`src/rtl/hs_tx_arbiter.sv`:
```
// Four-source arbiter feeding a four-phase req/ack handshake into another domain.
// Define HS_ARB_RR_EN for round-robin arbitration; default is fixed priority.
module hs_tx_arbiter #(
    parameter int DW          = 4,
    parameter int SYNC_STAGES = 2
) (
    input  logic            clk_a,
    input  logic            rst,
    input  logic [3:0]      src_valid,
    input  logic [4*DW-1:0] src_data,
    output logic [3:0]      src_ack,
    output logic [DW-1:0]   data,
    output logic            data_req,
    input  logic            data_ack,
    output logic [1:0]      grant_id,
    output logic            busy,
    output logic [7:0]      xfer_cnt
);

    typedef enum logic [1:0] {
        IDLE,
        REQ,
        REL,
        DONE
    } state_t;

    state_t                 state;
    logic [SYNC_STAGES-1:0] ack_sync;
    logic                   ack_s;
    logic [1:0]             win_id;
    logic [DW-1:0]          words [4];

    assign ack_s = ack_sync[SYNC_STAGES-1];

    for (genvar i = 0; i < 4; i++) begin : g_word
        assign words[i] = src_data[i*DW +: DW];
    end

    always_ff @(posedge clk_a) begin
        if (rst) begin
            ack_sync <= '0;
        end else begin
            ack_sync <= {ack_sync[SYNC_STAGES-2:0], data_ack};
        end
    end

`ifdef HS_ARB_RR_EN
    logic [1:0] ptr;
    logic [1:0] idx;

    // Scan downward so the candidate nearest ptr is assigned last and wins.
    always_comb begin
        win_id = '0;
        idx    = '0;
        for (int k = 3; k >= 0; k--) begin
            idx = ptr + 2'(k);
            if (src_valid[idx]) begin
                win_id = idx;
            end
        end
    end

    always_ff @(posedge clk_a) begin
        if (rst) begin
            ptr <= '0;
        end else if (state == IDLE && |src_valid) begin
            ptr <= win_id + 2'd1;
        end
    end
`else
    always_comb begin
        win_id = '0;
        for (int k = 3; k >= 0; k--) begin
            if (src_valid[k]) begin
                win_id = 2'(k);
            end
        end
    end
`endif

    always_ff @(posedge clk_a) begin
        if (rst) begin
            state    <= IDLE;
            data_req <= 1'b0;
            data     <= '0;
            grant_id <= '0;
            busy     <= 1'b0;
            src_ack  <= '0;
            xfer_cnt <= '0;
        end else begin
            unique case (state)
                IDLE: begin
                    if (|src_valid) begin
                        state    <= REQ;
                        data     <= words[win_id];
                        grant_id <= win_id;
                        data_req <= 1'b1;
                        busy     <= 1'b1;
                    end
                end
                REQ: begin
                    if (ack_s) begin
                        state    <= REL;
                        data_req <= 1'b0;
                    end
                end
                REL: begin
                    if (!ack_s) begin
                        state   <= DONE;
                        src_ack <= 4'b0001 << grant_id;
                    end
                end
                DONE: begin
                    state    <= IDLE;
                    src_ack  <= '0;
                    busy     <= 1'b0;
                    xfer_cnt <= xfer_cnt + 8'd1;
                end
                default: begin
                    state <= IDLE;
                end
            endcase
        end
    end

endmodule

```
`config.mk`:
```
export PLATFORM = sky130hd
export DESIGN_NAME = hs_tx_arbiter
export DESIGN_NICKNAME = d
export VERILOG_FILES = /design/src/rtl/hs_tx_arbiter.sv
export SDC_FILE = /design/constraint.sdc
export NUM_CORES = 1
export LEC_CHECK = 0
export CAP_MARGIN = 30
export CORE_UTILIZATION = 48
export DETAILED_ROUTE_END_ITERATION = 7
export PLACE_DENSITY = 0.83
export SLEW_MARGIN = 5
export SYNTH_ARGS = -nofsm -noshare
export SYNTH_HDL_FRONTEND = slang
export SYNTH_SLANG_ARGS = --single-unit
```
`constraint.sdc`:
```
create_clock -name clk_a -period 2.37 [get_ports clk_a]
set_input_delay 0.474 -clock clk_a [delete_from_list [all_inputs] [get_ports clk_a]]
set_output_delay 0.474 -clock clk_a [all_outputs]
set_load 0.01 [all_outputs]
```
==> results of run 1 <==
sequential cells by signal (all words and copies together), names as in the netlist:
signal and count:
xfer_cnt 8, data 4, src_ack 4, ack_sync 2, grant_id 2, state 2, busy 1, data_req 1
logic make-up after synthesis:
| family | count (synthesis) | share of synthesized area [%] |
|---|---|---|
| flops | 24 | 36.99 |
| buf+inv | 14 | 5.106 |
| mux | 2 | 1.541 |
| xor+xnor | 4 | 2.698 |
| fa+ha+maj | 6 | 5.780 |
| compound gates | 42 | 23.99 |
| simple gates | 49 | 23.89 |
Yosys cell counts (2+ instances only):
master	n
nand2b_1	3
nor2_1	11
a21oi_1	16
or2b_1	3
nand4_1	2
mux2i_1	2
a221oi_1	2
buf_2	2
nor2b_1	3
o21ai_0	10
or4_1	2
dfxtp_1	24
nand3_1	6
ha_1	6
nand2_1	6
o41ai_2	3
or3b_1	4
xor2_1	3
a211oi_1	3
o2111ai_1	2
or3_1	4
inv_1	8
worst paths after layout:
path / startpoint / to / slack, ns / cells after the start
worst max-delay path: state[0] / src_ack[3] / 0.56 / 4
worst min-delay path: ack_sync[0] / ack_sync[1] / 0.45 / 1
worst max register to register: state[0] / src_ack[3] / 0.56 / 4
worst min register to register: ack_sync[0] / ack_sync[1] / 0.45 / 1
critical path, delay by kind of cell, from the launching register on:
family	cells	cell delay, ns
simple gates	2	0.70
fa+ha+maj	1	0.48
flops	1	0.41
compound gates	1	0.15
routing by layer:
layer / up-vias / part of all wire (%) / track usage, %
met3: 2 / 5.2 / 7.910
met2: 38 / 52 / 42.18
met4: 0 / 0.37 / 4.701
met5: - / 0 / 0
met1: 567 / 42 / 26.15
li1: 598 / - / -
through the flow:
stage          hold WS (ns)  area (sq um)  setup WS, ns
2_1_floorplan        0.4138          1299        0.8293
3_3_place_gp         0.4174          1739        0.3000
3_5_place_dp         0.4278          1739        0.2606
4_1_cts              0.4567          1762        0.5616
5_1_grt              0.4783          1762        0.4211
6_report             0.4550          1762        0.5644
power by group:
group / leakage (uW) / internal (uW) / switching, uW
sequential: 0.000196 / 488 / 65.7
combinational: 0.000464 / 337 / 321
clock: 0.0000138 / 59.4 / 113
area by class of cell:
cell class | count | area, sq um
sequential | 24 | 480.5
inverter | 9 | 33.78
timing repair buffer | 44 | 435.4
fill | 196 | 760.7
clock buffer | 3 | 22.52
tap | 30 | 37.54
multi-input combinational | 103 | 752.0
==> flow_summary.yaml, run 1 <==
power:
  power_uw: 1385
  ir_worst_vdd_v: 0.0008181
  pwr_density_cell_nw_per_um2: 786.1
  p_leak_uw: 0.0006746
synthesis:
  syn_nets: 170
  ys_seq_area_share_pct: 36.99
  synth.top_cell.area_share_pct: 36.99
  synthesis.area_sq_um: 1299
  synth_edf_count: 0
  synth.avg_cell_area_sq_um: 9.211
  syn_inst: 141
  netlist.top_cell.by_area: "dfxtp_1"
  synth_ff_type: "dfxtp_1"
  async_flop_share_pct: 0
  ys_ff_latch: 24
  synth_area_leaders: "dfxtp_1 37%, a21oi_1 6.2%, ha_1 5.8%"
  synthDistinctLibCells: 38
  ys_warn_count: 0
sta:
  finalCritPeriodShare_pct: 76.19
  rsz0062_at_grt: "false"
  skew_ns: 0.002204
  max_slew_margin_pct: 67.74
  fmax_mhz: 553.8
  hold_viol_final: 0
  final-setup-viol-count: 0
  fin_tns_setup_ns: 0
  finalMaxSlewViolations: 0
  fin_crit_ns: 1.806
  worst_pin_slew_ns: 0.4824
die:
  dieWidth_um: 54.02
  ios: 43
  dieArea_sq_um: 2918
  chipHeight_um: 54.02
  start_util_pct: 51.49
  placementRows: 18
  core_sq_um: 2522
cts:
  cts_hold_buf: 0
  cts_buffer_depth: 2
  clk_pin_slew_worst_paths_ns: 0.12
  cts.repair.resized: 0
  cts_tree: "yes"
  cts_buffers: 3
  cts_sinks: 24
  root_buffer: "clkbuf_4"
  cts_post_setup_buffers_inserted: 0
  htreeDepth: 1
  worst_skew_pair.late_latency_ns: 0.31
placement:
  hpwl_mm: 2.298
  gp_congestion: 0.8227
  place_inst: 210
  place.port_buffers: 42
worst_setup_path:
  path_cells: "ha_1, nor2_1, or4_1, a21oi_1"
  critical_path_arrival_ns: 2.06
  worst_path_largest_cell_delay_ns: 0.51
  path_max_fanout: 12
  crit_required_ns: 2.62
  cpMaxStageDelayCell: "or4_1"
  critPathCaptureType: "register"
  crit_type: "reg2reg"
  start_kind: "register"
hold_path:
  worstHoldPathType: "reg2reg"
final_layout:
  area_growth_pct: 35.65
  drive_above_1_share_pct: 7.650
  layout_common_cells: "42 x clkdlybuf4s50_1, 24 x dfxtp_1, 16 x a21oi_1, 11 x nor2_1, 10 x o21ai_0"
  antenna_cells: 0
  nets: 214
  utilization_pct: 69.84
  stdcell_count: 213
  layout_commonest_cell: "clkdlybuf4s50_1"
global_routing:
  grt_pass1_wl_mm: 4.836
  grt_max_degree: 19
  antenna_found_initial: 0
  grt_pass1_vias: 1086
  grt_util_all_layers_pct: 23.26
  grt_overflow: 0
detailed_routing:
  drcViolationCount: 0
  wl_per_cell_um: 13.97
  dr.pass1.iters: 4
  routed_wl_mm: 2.976
  via_per_inst: 5.657
  vias: 1205
  drtIter0Drc: 12
  final_antenna_net_count: 0
outcome:
  outcome: "completed"
job:
  cap_violations: 0
No activity file was read; power rests on OpenSTA's default activity.
==> run 2, diff against run 1 <==
- CORE_UTILIZATION: 48 -> 45
- PLACE_DENSITY: 0.83 -> 0.79
- clock period: 2.37 -> 1.7 ns (I/O delays scaled with it)
==> run 2 against run 1 <==
Routed wire length up 9.3%. Design area up 4.8%. Maximum frequency up 10%. Core utilization down 2.3 points. Global-route usage down 0.27 points. Worst hold slack better by 0.013 ns. Critical path type unchanged.
==> flow_summary.yaml, run 2 (synthesized netlist as in run 1, its figures left out) <==
placement:
  hpwl_mm: 2.502
  place.port_buffers: 42
  gp_congestion: 0.8501
  pre_cts_slack_ns: -0.1904
  place_inst: 219
global_routing:
  grt_pass1_vias: 1323
  antenna_found_initial: 0
  grt_max_degree: 19
  grt_pass1_wl_mm: 5.754
  grt_util_all_layers_pct: 22.99
  grt_overflow: 0
final_layout:
  fill_cells: 228
  layout_commonest_cell: "clkdlybuf4s50_1"
  antenna_cells: 0
  reg_top3: "xfer_cnt x8, data x4, src_ack x4"
  drive_above_1_share_pct: 15.10
  stdcell_count: 223
  top_register: "xfer_cnt"
  area_growth_pct: 42.10
  layout_common_cells: "42 x clkdlybuf4s50_1, 19 x dfxtp_1, 16 x a21oi_1, 11 x nor2_1"
  largest_reg_flops: 8
  nets: 222
worst_setup_path:
  start_kind: "register"
  critical_path_arrival_ns: 1.89
  reg2reg_depth: 5
  path_max_fanout: 7
  critPathCaptureType: "register"
  crit_type: "reg2reg"
  r2r_slack_ns: 0.06
  crit_required_ns: 1.95
cts:
  clk_pin_slew_worst_paths_ns: 0.13
  htreeDepth: 1
  cts_tree: "yes"
  cts_sinks: 24
  worst_skew_pair.late_latency_ns: 0.32
  cts_buffer_depth: 2
  cts_post_setup_buffers_inserted: 0
  cts_hold_buf: 0
  cts_buffers: 3
  root_buffer: "clkbuf_4"
sta:
  max_slew_margin_pct: 68.01
  setup_slack_ns: 0.06077
  hold_viol_final: 0
  skew_ns: 0.007747
  fin_crit_ns: 1.639
  finalCritPeriodShare_pct: 96.43
  worst_pin_slew_ns: 0.4799
  final-setup-viol-count: 0
  finalMaxSlewViolations: 0
  rsz0062_at_grt: "false"
  fin_tns_setup_ns: 0
  fmax_mhz: 610.0
detailed_routing:
  vias: 1238
  dr.pass1.iters: 4
  drtIter0Drc: 19
  drcViolationCount: 0
  via_per_inst: 5.552
  routed_wl_mm: 3.254
  wl_per_cell_um: 14.59
  final_antenna_net_count: 0
outcome:
  outcome: "completed"
die:
  dieWidth_um: 55.72
  placementRows: 19
  chipHeight_um: 55.72
  ios: 43
  dieArea_sq_um: 3105
  core_sq_um: 2734
  start_util_pct: 47.51
job:
  cap_violations: 0
power:
  pwr_density_cell_nw_per_um2: 1110
  p_leak_uw: 0.0007209
  ir_worst_vdd_v: 0.001079
hold_path:
  holdPathStages: 1
  worstHoldPathType: "reg2reg"
==> run 2: cell count changes in the layout (fill, tap and decap cells not counted), sizes merged <==
cell    change
buf         +8
clkbuf      +1
==> run 2: final cells by class <==
type                            instances  area (sq um)  area share, %
Clock buffer                            4         36.28          1.966
Timing Repair Buffer                   52         495.5          26.85
Inverter                                9         33.78          1.831
Sequential cell                        24         486.7          26.37
Multi-Input combinational cell        103         754.5          40.88
Tap cell                               31         38.79          2.102
==> run 2: metrics by stage <==
stage	util (%)	total power [uW]	hold slack (ns)	cell area, sq um
2_1_floorplan	-	1328	0.4138	1299
3_3_place_gp	65.86	1685	0.4196	1800
3_5_place_dp	65.86	1728	0.4468	1800
4_1_cts	67.28	2046	0.4690	1839
5_1_grt	67.51	2182	0.4824	1846
6_report	67.51	2048	0.4684	1846
==> run 2: what timing repair did <==
item / in CTS / in global routing
resized for setup: 2 / 4
gates cloned: 0 / 0
setup endpoints to repair: 2 / 6
==> run 2: worst paths after layout <==
path,startpoint,endpoint
worst max register to register,state[0],src_ack[2]
worst max-delay path,state[0],src_ack[2]
worst min register to register,ack_sync[0],ack_sync[1]
worst min-delay path,ack_sync[0],ack_sync[1]
==> run 2: critical path: stages (launching register included) <==
cell and delay, ns:
dfxtp_2 0.39, inv_1 0.08, ha_1 0.24, and2_4 0.20, or4_1 0.49, a21oi_1 0.18
==> run 2: per-layer routing <==
metal | up-vias | share of wire, % | track usage [%]
met5 | - | 0 | 0
met4 | 0 | 1.1 | 6.786
met3 | 6 | 4.0 | 6.512
met2 | 25 | 52 | 40.96
met1 | 594 | 43 | 26.62
li1 | 613 | - | -
==> run 2: power breakdown <==
| group | internal (uW) | total (uW) | switching (uW) |
|---|---|---|---|
| registers | 684 | 776 | 92.1 |
| clock network | 131 | 303 | 172 |
| logic | 499 | 969 | 470 |
| total | 1310 | 2050 | 734 |
==> run 3, diff against run 2 <==
- CORE_MARGIN: default -> 3
- MAX_ROUTING_LAYER: default -> met4
==> run 3 against run 2 <==
Combinational power rose by 3.0%. Clock power shrank 24%. Core utilization is 2.4 points higher. Largest cell class unchanged.
==> flow_summary.yaml, run 3 (synthesized netlist as in run 1, its figures left out) <==
final_layout:
  fill_cells: 220
  nets: 221
  stdcell_count: 220
  layout_commonest_cell: "clkdlybuf4s50_1"
  reg_top3: "xfer_cnt x8, data x4, src_ack x4"
  area_growth_pct: 40.56
  top_register: "xfer_cnt"
  layout_common_cells: "42 x clkdlybuf4s50_1, 19 x dfxtp_1, 16 x a21oi_1, 11 x nor2_1, 10 x o21ai_0"
  multi_input_area_sq_um: 757.0
  drive_above_1_share_pct: 14.74
  largest_reg_flops: 8
  antenna_cells: 0
  final-seq-area_sq_um: 486.7
global_routing:
  grt_max_degree: 19
  grt_pass1_vias: 1202
  grt_util_all_layers_pct: 21.49
  grt_overflow: 0
  grt_pass1_wl_mm: 5.678
  antenna_found_initial: 0
worst_setup_path:
  path_max_fanout: 4
  crit_required_ns: 1.36
  path_buf_inv: 1
  cpMaxStageDelayCell: "clkdlybuf4s50_1"
  start_kind: "register"
  critPathCaptureType: "output pin"
  crit_family: "buffers and inverters"
  worst_path_largest_cell_delay_ns: 0.56
  path_cells: "clkdlybuf4s50_1"
  crit_type: "reg2out"
  critical_path_arrival_ns: 1.28
cts:
  htreeDepth: 1
  cts_sinks: 24
  cts_post_setup_buffers_inserted: 0
  cts_buffers: 3
  root_buffer: "clkbuf_4"
  cts_tree: "yes"
  worst_skew_pair.late_latency_ns: 0.30
  clk_pin_slew_worst_paths_ns: 0.11
  cts_buffer_depth: 2
die:
  core_sq_um: 2613
  placementRows: 18
  ios: 43
  start_util_pct: 49.71
  chipHeight_um: 59.72
  dieWidth_um: 59.72
  dieArea_sq_um: 3566
power:
  power_switching_uw: 732.9
  swShare_pct: 36.47
  p_leak_uw: 0.0007083
  power_frac_seq_pct: 38.9
  power_uw: 2010
  ir_worst_vdd_v: 0.0009240
  intPower_uw: 1277
  combPwrFrac_pct: 49.7
  pwr_density_cell_nw_per_um2: 1101
  power_frac_clock_pct: 11.5
detailed_routing:
  drcViolationCount: 0
  routed_wl_mm: 3.491
  drtIter0Drc: 57
  final_antenna_net_count: 0
  via_per_inst: 5.591
  dr.pass1.iters: 4
  vias: 1230
  wl_per_cell_um: 15.87
placement:
  place.port_buffers: 42
  gp_congestion: 0.8145
  hpwl_mm: 2.809
  place_inst: 217
  pre_cts_slack_ns: -0.2324
sta:
  final-setup-viol-count: 0
  max_slew_margin_pct: 74.99
  worst_pin_slew_ns: 0.3739
  fmax_mhz: 617.8
  hold_viol_final: 0
  finalCritPeriodShare_pct: 95.21
  finalMaxSlewViolations: 0
  setup_slack_ns: 0.08148
  timing.hold.ws_ns: 0.4534
  rsz0062_at_grt: "false"
  skew_ns: 0.006238
  fin_crit_ns: 1.619
  fin_tns_setup_ns: 0
job:
  cap_violations: 0
hold_path:
  worstHoldPathType: "reg2reg"
outcome:
  outcome: "completed"
## run 3: cell count changes in the layout (fill, tap and decap cells not counted)
cell      before  now
ha_2           1    2
buf_4         10    9
ha_1           5    4
clkbuf_8       1    0
## run 3: layer usage
metal  vias to the layer above  routed length, um  GRT usage (%)
met5                         -                  0              -
met4                         0                  0          2.215
met3                         0                154          4.536
met2                        35               1766          35.19
met1                       578               1571          28.23
li1                        617                  -              -
## run 3: cell type report
class	instances	share of cell area (%)
tap	30	2.056
inverter	9	1.851
sequential	24	26.66
multi-input combinational	103	41.47
timing repair buffer	51	26.73
clock buffer	3	1.234
## run 3: metrics by stage
stage	cell area, sq um	util, %
after floorplan	1299	-
after global placement	1792	68.58
after detailed placement	1792	68.58
after CTS	1814	69.44
after global routing	1826	69.88
final	1826	69.88
## run 3: worst paths after layout
kind | endpoint | from | slack, ns | cells past startpoint
max | xfer_cnt[1] | xfer_cnt[1] | 0.08 | 1
min | ack_sync[1] | ack_sync[0] | 0.45 | 1
max reg2reg | src_ack[2] | state[0] | 0.12 | 5
min reg2reg | ack_sync[1] | ack_sync[0] | 0.45 | 1
## run 3: power groups by stage
| stage | logic [uW] | clock network [uW] | registers, uW |
|---|---|---|---|
| 2_1_floorplan | 522 | 0 | 807 |
| 3_3_place_gp | 926 | 0 | 779 |
| 3_5_place_dp | 979 | 0 | 784 |
| 4_1_cts | 985 | 245 | 773 |
| 5_1_grt | 1080 | 274 | 792 |
| 6_report | 998 | 231 | 781 |
## run 3: repair_timing
action / CTS / global route
endpoints found under the setup margin: 0 / 9
gates resized for setup: 0 / 7
hold buffers: 0 / 0
